===== src/rtl/serial_addsub.sv =====
// serial_addsub: bit-serial add / subtract / signed set-less-than unit.
//
// One operand bit pair is consumed per cycle, LSB first, through a single full
// adder with a registered carry. Results and flags are registered at the
// completion edge, so no combinational path runs from the inputs to the outputs.
//
// Ports:
//   clk    in   rising-edge clock
//   rst_n  in   asynchronous active-low reset
//   start  in   request; sampled only when idle
//   op     in   [2]=0 add, [2]=1 subtract, 3'b111 signed set-less-than
//   a, b   in   operands, captured together with start
//   busy   out  high while an operation is running
//   done   out  one-cycle pulse when y and the flags update
//   y      out  result; holds until the next completion
//   cout   out  carry out of the MSB (for subtract: no borrow)
//   ovf    out  signed overflow
//   zero   out  y == 0
module serial_addsub #(
    parameter int unsigned WIDTH = 8
) (
    input  logic             clk,
    input  logic             rst_n,
    input  logic             start,
    input  logic [2:0]       op,
    input  logic [WIDTH-1:0] a,
    input  logic [WIDTH-1:0] b,
    output logic             busy,
    output logic             done,
    output logic [WIDTH-1:0] y,
    output logic             cout,
    output logic             ovf,
    output logic             zero
);

    localparam int unsigned CntW = (WIDTH > 2) ? $clog2(WIDTH) : 1;
    localparam logic [CntW-1:0] LastCnt = CntW'(WIDTH - 1);

    typedef enum logic {StIdle, StRun} stateT;

    stateT            stateQ, stateD;
    logic [WIDTH-1:0] aSrQ, aSrD, bSrQ, bSrD, resSrQ, resSrD;
    logic             carryQ, carryD, subQ, subD, sltQ, sltD;
    logic [CntW-1:0]  cntQ, cntD;
    logic [WIDTH-1:0] yQ, yD;
    logic             coutQ, coutD, ovfQ, ovfD, zeroQ, zeroD, doneQ, doneD;

    logic             bsel, sumBit, carryOut, cmsb, ovfBit;
    logic [WIDTH-1:0] sumFull, resultNext;

    // Datapath: one full adder slice on the current LSBs.
    assign bsel     = subQ ? ~bSrQ[0] : bSrQ[0];
    assign sumBit   = aSrQ[0] ^ bsel ^ carryQ;
    assign carryOut = (aSrQ[0] & bsel) | (aSrQ[0] & carryQ) | (bsel & carryQ);
    assign sumFull  = {sumBit, resSrQ[WIDTH-1:1]};
    // On the final bit the registered carry is the carry entering the MSB.
    assign cmsb     = carryQ;
    assign ovfBit   = cmsb ^ carryOut;
    // Signed less-than: true sign of A-B is the sum MSB corrected by overflow.
    assign resultNext = sltQ ? {{(WIDTH-1){1'b0}}, sumBit ^ ovfBit} : sumFull;

    always_comb begin
        stateD = stateQ;
        aSrD   = aSrQ;
        bSrD   = bSrQ;
        resSrD = resSrQ;
        carryD = carryQ;
        subD   = subQ;
        sltD   = sltQ;
        cntD   = cntQ;
        yD     = yQ;
        coutD  = coutQ;
        ovfD   = ovfQ;
        zeroD  = zeroQ;
        doneD  = 1'b0;

        unique case (stateQ)
            StIdle: begin
                if (start) begin
                    aSrD   = a;
                    bSrD   = b;
                    resSrD = '0;
                    subD   = op[2];
                    sltD   = (op == 3'b111);
                    carryD = op[2];
                    cntD   = '0;
                    stateD = StRun;
                end
            end
            StRun: begin
                carryD = carryOut;
                resSrD = sumFull;
                aSrD   = aSrQ >> 1;
                bSrD   = bSrQ >> 1;
                cntD   = cntQ + CntW'(1);
                if (cntQ == LastCnt) begin
                    stateD = StIdle;
                    yD     = resultNext;
                    coutD  = carryOut;
                    ovfD   = ovfBit;
                    zeroD  = (resultNext == '0);
                    doneD  = 1'b1;
                end
            end
            default: stateD = StIdle;
        endcase
    end

    always_ff @(posedge clk or negedge rst_n) begin
        if (!rst_n) begin
            stateQ <= StIdle;
            aSrQ   <= '0;
            bSrQ   <= '0;
            resSrQ <= '0;
            carryQ <= 1'b0;
            subQ   <= 1'b0;
            sltQ   <= 1'b0;
            cntQ   <= '0;
            yQ     <= '0;
            coutQ  <= 1'b0;
            ovfQ   <= 1'b0;
            zeroQ  <= 1'b0;
            doneQ  <= 1'b0;
        end else begin
            stateQ <= stateD;
            aSrQ   <= aSrD;
            bSrQ   <= bSrD;
            resSrQ <= resSrD;
            carryQ <= carryD;
            subQ   <= subD;
            sltQ   <= sltD;
            cntQ   <= cntD;
            yQ     <= yD;
            coutQ  <= coutD;
            ovfQ   <= ovfD;
            zeroQ  <= zeroD;
            doneQ  <= doneD;
        end
    end

    assign busy = (stateQ == StRun);
    assign done = doneQ;
    assign y    = yQ;
    assign cout = coutQ;
    assign ovf  = ovfQ;
    assign zero = zeroQ;

endmodule


===== config.mk =====
export PLATFORM = sky130hd
export DESIGN_NAME = serial_addsub
export DESIGN_NICKNAME = d
export VERILOG_FILES = /design/src/rtl/serial_addsub.sv
export SDC_FILE = /design/constraint.sdc
export NUM_CORES = 1
export LEC_CHECK = 0
export CAP_MARGIN = 20
export CELL_PAD_IN_SITES_DETAIL_PLACEMENT = 1
export CELL_PAD_IN_SITES_GLOBAL_PLACEMENT = 2
export CORE_MARGIN = 3
export CORE_UTILIZATION = 29
export DETAILED_ROUTE_END_ITERATION = 10
export PLACE_DENSITY = 0.77
export REMOVE_ABC_BUFFERS = 1
export SYNTH_ARGS = -nofsm -noshare
export SYNTH_HDL_FRONTEND = slang
export SYNTH_SLANG_ARGS = --single-unit

===== constraint.sdc =====
create_clock -name clk -period 1.7 [get_ports clk]
set_input_delay 0.425 -clock clk [delete_from_list [all_inputs] [get_ports clk]]
set_output_delay 0.425 -clock clk [all_outputs]
set_load 0.01 [all_outputs]

# --- Word level (Yosys, flattened, before mapping) ---
# Index checks and enable logic that the tools add are counted.
classes:
  order_cmp: 0
  n_reduce_logical: 3
  n_bitwise: 11
  n_div: 0
  shifts: 0
  addsub: 1
  multipliers: 0
  n_eq_ne: 3
  n_mux: 17
ops:
  columns: ["op", "n"]
  rows:
  - ["one-hot mux 8 bit (2 select lines)", 3]
  - ["two-way mux 8 bit", 4]
  - ["logical NOT 8 bit", 1]
  - ["== test 3 bit, second input constant", 2]
  - ["two-way mux 1 bit", 6]
  - ["one-hot mux 3 bit (2 select lines)", 1]
  - ["one-hot mux 1 bit (2 select lines)", 2]
  - ["AND reduction 2 bit", 2]
  - ["XOR 1 bit", 4]
  - ["adder 3 x 1 -> 3 bit, second input constant", 1]
  - ["AND 1 bit", 3]
  - ["two-way mux 3 bit", 1]
  - ["!= test 2 bit, second input constant", 1]
  - ["NOT 1 bit", 2]
  - ["bitwise OR 1 bit", 2]
word_totals:
  output_inout_bits: 13
  mem_bits_rw: 0
  word_cells: 48
  latch_bits: 0
  reg_bits: 43
  in_bits: 22
  mem_bits_ro: 0
  memories: 0

# --- Logic depth before layout (Yosys ltp) ---
# Gate-level depths: netlist (run 1).
depth:
  depth_word: 9
  mapped_depth: 6
  mapped_depth_nobuf: 6

# --- Worst setup path before layout (run 1) ---
# No wires, ideal clock.
synth_path:
  path_kind: "flip-flop to flip-flop"
  startpoint: "register subQ"
  endpoint: "register zeroQ, in the netlist zero"
  path_stages_with_launch: 7
  t_required_ns: 1.596
  n_path_buf: 0
  setup_ns: 0.104
  period_less_slack_ns: 1.677
  arrival_ns: 1.573
  setup_slack_ns: 0.023
  cell_sequence: "dfrtp_1 -> xor2_1 -> inv_1 -> fa_1 -> nor4b_1 -> nand4_1 -> o311ai_1"
synth_via:
  elab_chain_cells: 8
  word_cells_on_any_way: 11
  cone_classes: "mux (2); bitwise (8); reduce/logical (1)"
synth_rtl:
  columns: ["item", "line_no", "text"]
  rows:
  - ["from (decl)", "43", "logic carryQ, carryD, subQ, subD, sltQ, sltD;"]
  - ["from (signal assigned)", "130", "subQ <= subD;"]
  - ["two-way mux 1 bit (*)", "52", "assign bsel = subQ ? ~bSrQ[0] : bSrQ[0];"]
  - ["AND 1 bit", "54", "assign carryOut = (aSrQ[0] & bsel) | (aSrQ[0] & carryQ) | (bsel & carryQ);"]
  - ["bitwise OR 1 bit (2 in series)", "54", null]
  - ["XOR 1 bit", "58", "assign ovfBit = cmsb ^ carryOut;"]
  - ["XOR 1 bit", "60", "assign resultNext = sltQ ? {{(WIDTH-1){1'b0}}, sumBit ^ ovfBit} : sumFull;"]
  - ["two-way mux 8 bit (*)", "60", null]
  - ["logical NOT 8 bit (*)", "101", "zeroD = (resultNext == '0);"]
  - ["to (signal assigned)", "136", "zeroQ <= zeroD;"]
  - ["to (decl)", "46", "logic coutQ, coutD, ovfQ, ovfD, zeroQ, zeroD, doneQ, doneD;"]
# Mark *: on every way between the ends. The rest lies on a longest branch, timed or not.
# A chain may end at the register's enable or synchronous reset.

# --- Worst setup path in the final report (run 1) ---
# Same ends and word-level chain as after synthesis.

==> results of run 1 <==
-- worst max-delay path, stage by stage (launching register included) --
cell and delay, ns:
dfrtp_1 0.40, xor2_1 0.21, inv_1 0.08, fa_1 0.54
nor4b_4 0.20, nand4_1 0.13, o311ai_2 0.10
-- path summary, 6_finish.rpt --
kind                       startpoint  endpoint  slack, ns  cells past startpoint
max reg2reg                      subQ      zero      -0.04                      6
min                             rst_n      y[1]       0.05                      1
max                              subQ      zero      -0.04                      6
min in group clk                 y[1]      y[1]       0.48                      2
min reg2reg                      y[1]      y[1]       0.48                      2
max in group asynchronous       rst_n   bSrQ[1]       1.15                      2
-- power breakdown --
group          switching (µW)  internal, µW
clock                     364           328
combinational             826           902
sequential                280          1420
total                    1470          2650
-- synth_stat cells, types with 2 or more instances --
master / instances
buf_4: 2
a22o_1: 2
dfrtp_1: 42
o21ai_0: 24
mux2i_1: 17
inv_1: 7
buf_2: 5
nor2_1: 4
buf_6: 2
fa_1: 2
nand3_1: 2
xor2_1: 2
ha_1: 2
nand2_1: 46
o21ai_1: 8
-- cell type report --
class	instances	area, µm²
well taps	75	93.8
inverters	7	26.3
multi-input cells	120	748
clock buffers	7	86.3
fillers	704	3640
flip-flops and latches	42	1050
clock inverters	1	5.00
repair buffers	43	443
-- per-stage QoR --
stage / hold WS [ns] / worst slack (ns) / std cells
after global routing: 0.0823 / -0.128 / 295
after global placement: 0.395 / 0.0357 / 287
final: 0.0541 / -0.0432 / 295
after detailed placement: 0.402 / -0.129 / 287
after CTS: 0.0638 / -0.0144 / 295
after floorplan: 0.129 / -0.0688 / 169
-- repair_timing --
action | 4_1_cts | 5_1_grt
gates resized for setup | 2 | 2
pin swaps | 1 | 1
setup endpoints to repair | 1 | 2
-- state kept, by name (all words and copies together), names as in the netlist --
name / cells
bSrQ: 8
resSrQ: 7
carryQ: 1
aSrQ: 8
y: 8
sltQ: 1
zero: 1
subQ: 1
cout: 1
busy: 1
done: 1
ovf: 1
cntQ: 3
-- cells by family (layout without fill, tap and decap cells) --
| logic type | Yosys count | count (layout) | synth area share, % |
|---|---|---|---|
| AOI/OAI and AO/OA | 39 | 39 | 11.9 |
| buffers and inverters | 18 | 58 | 5.71 |
| and+or+nand+nor | 57 | 57 | 12.6 |
| adders and majority gates | 4 | 4 | 3.45 |
| DFF | 42 | 42 | 55.8 |
| muxes | 18 | 18 | 9.63 |
| xor gates and xnor gates | 2 | 2 | 0.930 |
-- per-layer routing --
layer,vias up,share of wire (%),track usage (%)
met3,10,5.1,3.04
met5,-,0,0
li1,676,-,-
met2,39,43,17.4
met4,0,2.4,6.09
met1,644,49,15.6
==> flow_summary_export.csv, run 1 <==
group,metric,value,unit
place,post-dp-hpwl,2790,µm
route,vias_per_cell,4.64,
floorplan,core,0.00610,mm²
timing,skew,0.0156,ns
timing,slew-limit-headroom,69.9,%
floorplan,io-pin-count,35,
timing,post-route-worst-setup-slack,-0.0432,ns
cts,clkLatencyLatePin,0.31,ns
cts,cts-buffers-inserted,5,
route,drc,0,
route,wl_per_cell,13.4,µm
layout,num_antenna_cells,0,
timing,rsz0062_at_grt,"yes",
place,postPlaceCellArea,0.00234,mm²
cts,clk_pin_slew_worst_paths,0.09,ns
cts,cts_root_buf,"clkbuf_8",
cts,clock_sinks,42,
logic_synthesis,syn_avg_cell_area,10.5,µm²
floorplan,die_w,86.6,µm
cts,postCtsSetupRepairBufs,0,
timing,fin_crit_sh,103,%
floorplan,die_h,86.6,µm
timing,finalHoldViolCount,0,
logic_synthesis,netlist_instances,180,
floorplan,die_area,0.00750,mm²
route,vias,1369,
outcome,violations,"setup timing",
worst_hold_path,hold_class,"in -> async",
layout,final_nets,245,
logic_synthesis,synth_top_cells_by_area,"dfrtp_1 56%, nand2_1 9.2%, mux2i_1 9.0%",
logic_synthesis,synthFlopType,"dfrtp_1",
global_route,grtUsageTotal,11.7,%
timing,worst_pin_slew,0.452,ns
floorplan,rows,28,
logic_synthesis,async_flop_share,100,%
layout,drive_gt1_share,10.9,%
place,io_buffer_count,34,
power,ir_drop,633,µV
global_route,grt_start_max_net_pins,32,
logic_synthesis,synth_seq_cells,42,
timing,fmax,574,MHz
timing,slew_violations,0,
global_route,grt_overflow,0,
setup_path,cp-start-kind,"flop",
timing,fin_setup_tns,-0.0432,ns
logic_synthesis,synth_enable_flop_cells,0,
power,power,4120,µW
power,p_per_area,1680,mW/mm²
place,gp_congestion,0.742,
setup_path,path_class,"reg -> reg",
logic_synthesis,ys_warn_count,0,
power,p_leak,0.00114,µW
setup_path,crit_arrival,1.95,ns
logic_synthesis,yosysTopAreaCell,"dfrtp_1",
layout,final_cell_mix,"46 x nand2_1, 42 x dfrtp_1, 32 x clkdlybuf4s50_1, 24 x o21ai_0, 17 x mux2i_1",
global_route,grt_pass1_wl,6780,µm
layout,layout_commonest_cell,"nand2_1",
outcome,status,"finished with violations",
run,drv_cap,0,
setup_path,cp_max_fo,2,
setup_path,worstPathRequired,1.91,ns
cts,cts_hold_buf,0,
layout,area_growth,30.2,%
global_route,antenna_found_initial,0,
layout,final_cell_area,0.00245,mm²
cts,ctsLongestPathBuffers,2,
global_route,grt_pass1_vias,1440,
floorplan,start_util,30.9,%
setup_path,worstSetupEndpointType,"flop",
timing,setup_violations,1,
route,drtIter0Drc,42,
layout,fin_util,40.3,%
logic_synthesis,ys_types,28,
timing,fin_crit,1.74,ns
route,firstDrtPassIters,4,
cts,htree_levels,2,
cts,tritoncts,"yes",
route,routed_wl,3960,µm
logic_synthesis,ys_seq_area_share,55.8,%
logic_synthesis,synth_area,0.00188,mm²
route,drtAntennaViolNets,0,
logic_synthesis,yosysTopAreaCellShare,55.8,%
Note: power is estimated with default switching activity, not from simulation.
==> run 2, diff against run 1 <==
Settings changed: GPL_TIMING_DRIVEN set to 0.
==> flow_summary_export.csv, run 2 (synthesis results as in run 1) <==
group,metric,value,unit
place,io_buffer_count,34,
floorplan,die_h,86.6,µm
cts,clk_pin_slew_worst_paths,0.08,ns
layout,num_antenna_cells,0,
timing,slew_violations,0,
timing,setup_violations,1,
timing,post-route-worst-setup-slack,-0.00961,ns
power,ir_drop,665,µV
timing,fmax,585,MHz
route,wl_per_cell,12.9,µm
setup_path,cp_top_family,"adder cells",
setup_path,worstSetupEndpointType,"flop",
cts,ctsLongestPathBuffers,2,
floorplan,core,0.00610,mm²
timing,fin_crit,1.71,ns
timing,worst_pin_slew,0.736,ns
setup_path,cp_max_fo,2,
cts,clkLatencyLatePin,0.29,ns
outcome,violations,"setup timing",
setup_path,cpPeakStageDelay,0.54,ns
global_route,grt_start_max_net_pins,32,
layout,fill_cells,692,
power,internal-power,2670,µW
cts,tritoncts,"yes",
floorplan,start_util,30.9,%
layout,area_growth,28.9,%
floorplan,die_area,0.00750,mm²
layout,layout_commonest_cell,"nand2_1",
timing,skew,0.00768,ns
floorplan,io-pin-count,35,
global_route,grt_pass1_vias,1488,
power,p_per_area,1690,mW/mm²
power,power,4110,µW
layout,final_cell_area,0.00243,mm²
floorplan,rows,28,
layout,drive_gt1_share,12.0,%
cts,cts-buffers-inserted,5,
setup_path,worstPathRequired,1.89,ns
layout,final_cell_mix,"46 x nand2_1, 41 x dfrtp_1, 31 x clkdlybuf4s50_1, 24 x o21ai_0, 17 x mux2i_1",
worst_hold_path,hold_class,"in -> async",
timing,hold_slack,0.0201,ns
setup_path,crit_arrival,1.90,ns
power,clockPowerShare,16.2,%
route,vias_per_cell,4.59,
power,p_leak,0.00111,µW
route,routed_wl,3760,µm
global_route,antenna_found_initial,0,
power,netSwitchingPower,1440,µW
power,combPwrFrac,41.7,%
timing,slew-limit-headroom,50.9,%
route,drtIter0Drc,56,
cts,cts_hold_buf,0,
place,place_ws,-0.290,ns
global_route,grt_pass1_wl,6660,µm
global_route,grtUsageTotal,11.2,%
route,drtAntennaViolNets,0,
layout,seqCellArea,0.00105,mm²
layout,final_nets,241,
timing,fin_setup_tns,-0.00961,ns
timing,fin_crit_sh,101,%
floorplan,die_w,86.6,µm
power,pwr-share-seq,42.1,%
setup_path,path_cells,"xor2_2, inv_2, fa_2, nor4b_4, nand4_1, o311ai_2",
route,drc,0,
timing,finalHoldViolCount,0,
route,vias,1337,
setup_path,cpMaxStageDelayCell,"fa_2",
setup_path,worst-path-stages,6,
run,drv_cap,0,
place,gp_congestion,0.639,
power,switching_share,35.0,%
setup_path,cp-start-kind,"flop",
setup_path,path_class,"reg -> reg",
setup_path,path_buf_inv,1,
place,postPlaceCellArea,0.00227,mm²
place,post-dp-hpwl,2640,µm
cts,clock_sinks,42,
setup_path,reg2reg_depth,6,
layout,multi_input_area,758,µm²
cts,cts_root_buf,"clkbuf_8",
outcome,status,"finished with violations",
global_route,grt_overflow,0,
route,firstDrtPassIters,2,
timing,rsz0062_at_grt,"yes",
cts,htree_levels,2,
==> run 2: cell types whose count changed in the layout (fill, tap and decap cells not counted), sizes merged <==
| cell | change |
|---|---|
| buf | -3 |
| clkbuf | -1 |
| clkdlybuf4s15 | +1 |
| clkdlybuf4s50 | -1 |
| clkinvlp | +1 |
| dlymetal6s2s | -1 |
==> run 2: final cells by class <==
type / instances / share of cell area (%)
inverter: 7 / 1.08
multi-input combinational: 120 / 31.2
timing repair buffer: 39 / 16.5
clock buffer: 6 / 3.40
tap: 75 / 3.86
sequential: 42 / 43.4
clock inverter: 2 / 0.515
==> run 2: worst paths after layout <==
check | end | startpoint | slack (ns)
max | zero | subQ | -0.01
min | aSrQ[4] | rst_n | 0.02
min in group clk | y[4] | y[4] | 0.48
min reg2reg | y[4] | y[4] | 0.48
max in group asynchronous | busy | rst_n | 1.20
max reg2reg | zero | subQ | -0.01
==> run 2: metal layers <==
metal | part of all wire, % | up-vias | GRT usage (%)
li1 | - | 664 | -
met1 | 50 | 639 | 14.3
met2 | 45 | 34 | 18.4
met3 | 5.2 | 0 | 4.09
met4 | 0 | 0 | 2.12
met5 | 0 | - | 0
==> run 2: per-stage QoR <==
step	std cells	util, %
after detailed placement	280	37.3
after floorplan	169	-
after CTS	291	39.6
final	291	39.8
after global placement	278	36.7
after global routing	291	39.8
==> run 2: power by group through the flow <==
stage                     Sequential [µW]  Clock (µW)  Combinational [µW]
after floorplan                      1790           0                 790
after global placement               1820           0                1350
after detailed placement             1780           0                1510
after CTS                            1730         699                1700
after global routing                 1800         756                1940
final                                1730         665                1710
==> run 2: timing repair <==
item                       in CTS  in global routing
pin swaps                       4                  3
buffers inserted                3                  0
setup endpoints to repair       2                  2
resized for setup               6                  4
cloned                          0                  0
==> RTL change (flow settings as in run 2) <==
Add an input register stage for `start`, `op`, `a` and `b`, cleared by the reset; this delays them by one clock. Comments in the files are not updated.
--- a/src/rtl/serial_addsub.sv
+++ b/src/rtl/serial_addsub.sv
@@ -40,2 +40,21 @@
 
+    logic start_q;
+    logic [2:0] op_q;
+    logic [WIDTH-1:0] a_q;
+    logic [WIDTH-1:0] b_q;
+
+    always_ff @(posedge clk or negedge rst_n) begin
+        if (!rst_n) begin
+            start_q <= '0;
+            op_q    <= '0;
+            a_q     <= '0;
+            b_q     <= '0;
+        end else begin
+            start_q <= start;
+            op_q    <= op;
+            a_q     <= a;
+            b_q     <= b;
+        end
+    end
+
     stateT            stateQ, stateD;
@@ -78,9 +97,9 @@
             StIdle: begin
-                if (start) begin
-                    aSrD   = a;
-                    bSrD   = b;
+                if (start_q) begin
+                    aSrD   = a_q;
+                    bSrD   = b_q;
                     resSrD = '0;
-                    subD   = op[2];
-                    sltD   = (op == 3'b111);
-                    carryD = op[2];
+                    subD   = op_q[2];
+                    sltD   = (op_q == 3'b111);
+                    carryD = op_q[2];
                     cntD   = '0;
Check against the original RTL: not equivalent (Yosys sat finds a counterexample within 4 cycles, from zero or initial values and one cycle with rst_n low).
==> RTL change against run 2 <==
Sequential cell count increased by 20. Power increased by 31%. Via count increased by 13%. Final area increased by 28%. Count of clock-buffer cells in the layout increased by 7. Area after synthesis increased by 27%. Clock power increased by 130%. Wire length increased by 19%. Worst setup slack improved by 43 ps. Non-clock buffer count increased by 1. Synthesized cell count increased by 11%. Critical path type unchanged. Critical endpoint unchanged. Largest power group unchanged.
==> RTL change: results <==
{
  "synth_cell_type_count": 28,
  "hold_buffers": 0,
  "finalSetupViolCount": 0,
  "min_path_type": "in2async",
  "cp_max_fo": 2,
  "grt_usage_pct": 10.5,
  "vias": 1507,
  "nets": 264,
  "max_stage_delay_ps": 510,
  "p_leak_nw": 1.46,
  "grt_max_degree": 63,
  "dpl.hpwl_um": 2950,
  "gp_congestion": 0.661,
  "outcome": "finished, final reports clean",
  "antenna_found_initial": 0,
  "drtIter0Drc": 32,
  "peakVddDrop_mv": 0.540,
  "yosysWarnings": 0,
  "grtUsageMet3_pct": 4.25,
  "io_buffers": 34,
  "seq_area_frac_synth_pct": 64.9,
  "synthArstFlopShare_pct": 100,
  "worst_pin_slew_ps": 762,
  "clockBufferDepth": 2,
  "wl_per_cell_um": 13.0,
  "cpMaxStageDelayCell": "fa_1",
  "htreeDepth": 3,
  "root_buffer": "clkbuf_8",
  "clk_pin_slew_ps": 70,
  "gr-usage-met1_pct": 12.8,
  "yosys-top-cells-count": "62 x dfrtp_1, 40 x nand2_1, 23 x o21ai_0",
  "layout-drive-gt1-share_pct": 11.9,
  "first_global_vias": 1642,
  "numCtsBuffers": 9,
  "clk_latency_ps": 330,
  "syn_area_mm2": 0.00239,
  "yosys-top-cells-area": "dfrtp_1 65%, mux2i_1 7.1%, nand2_1 6.3%, o21ai_0 4.8%, o21ai_1 1.9%",
  "grt.met2_usage_pct": 16.5,
  "crit_arrival_ps": 1930,
  "fin_tns_setup_ps": 0,
  "n_antenna_cell": 0,
  "synthFlopType": "dfrtp_1",
  "clock_skew_ps": 9.60,
  "fill_cells": 866,
  "grt_first_pass_wirelength_um": 7870,
  "drt-pass1-iter-count": 2
}
[RTL change: cell type report]
class,count,area (um^2),share of cell area (%)
well taps,102,128,4.09
repair buffers,40,429,13.8
multi-input cells,119,753,24.1
clock buffers,13,169,5.42
inverters,6,22.5,0.722
flip-flops and latches,62,1550,49.8
clock inverters,3,65.1,2.09
[RTL change: path summary, 6_finish.rpt]
kind	start	to	slack, ps	cells past startpoint
max	subQ	zero	30	6
max in group asynchronous	rst_n	busy	1010	1
min in group clk	ovf	ovf	470	2
max reg2reg	subQ	zero	30	6
min	rst_n	y[3]	170	1
min reg2reg	ovf	ovf	470	2
[RTL change: logic make-up after synthesis]
logic type,count (synthesis),share of synthesized area (%)
flops,62,64.9
simple gates,55,10.1
compound gates,40,9.31
buf+inv,18,4.66
mux,18,7.59
fa+ha+maj,4,2.72
xor+xnor,2,0.733
[RTL change: per-stage QoR]
| stage | instance area [um^2] | std cells | hold slack, ps | setup WS, ps |
|---|---|---|---|---|
| 2_1_floorplan | 2300 | 187 | 129 | -178 |
| 3_3_place_gp | 2770 | 323 | 462 | -1840 |
| 3_5_place_dp | 2820 | 325 | 472 | -263 |
| 4_1_cts | 3100 | 344 | 197 | -47.3 |
| 5_1_grt | 3120 | 345 | 229 | -71.0 |
| 6_report | 3120 | 345 | 166 | 33.5 |
[RTL change: routing by layer]
layer	share of wire [%]	vias up	routed length, um
met1	45	734	2020
met3	4.9	8	220
met4	1.9	0	87
met2	48	29	2140
li1	-	736	-
met5	0	-	0
[RTL change: critical path: cells and delay by family, from the launching register on]
| family | cells | cell delay, ps |
|---|---|---|
| flip-flops | 1 | 410 |
| adder cells (fa/ha/maj) | 1 | 510 |
| buffers and inverters | 1 | 70 |
| XOR/XNOR | 1 | 190 |
| AND/OR/NAND/NOR | 1 | 210 |
| AO/OA/AOI/OAI | 2 | 220 |
[RTL change: repair_timing]
item | in CTS | in global routing
pin swaps | 2 | 2
resized for setup | 7 | 4
setup endpoints to repair | 13 | 5
buffers inserted | 3 | 1
[RTL change: power breakdown]
group	switching [mW]	internal, mW	leakage (nW)
registers	0.323	1.91	0.774
clock network	0.553	0.945	0.120
logic	0.755	0.889	0.569
total	1.63	3.74	1.46
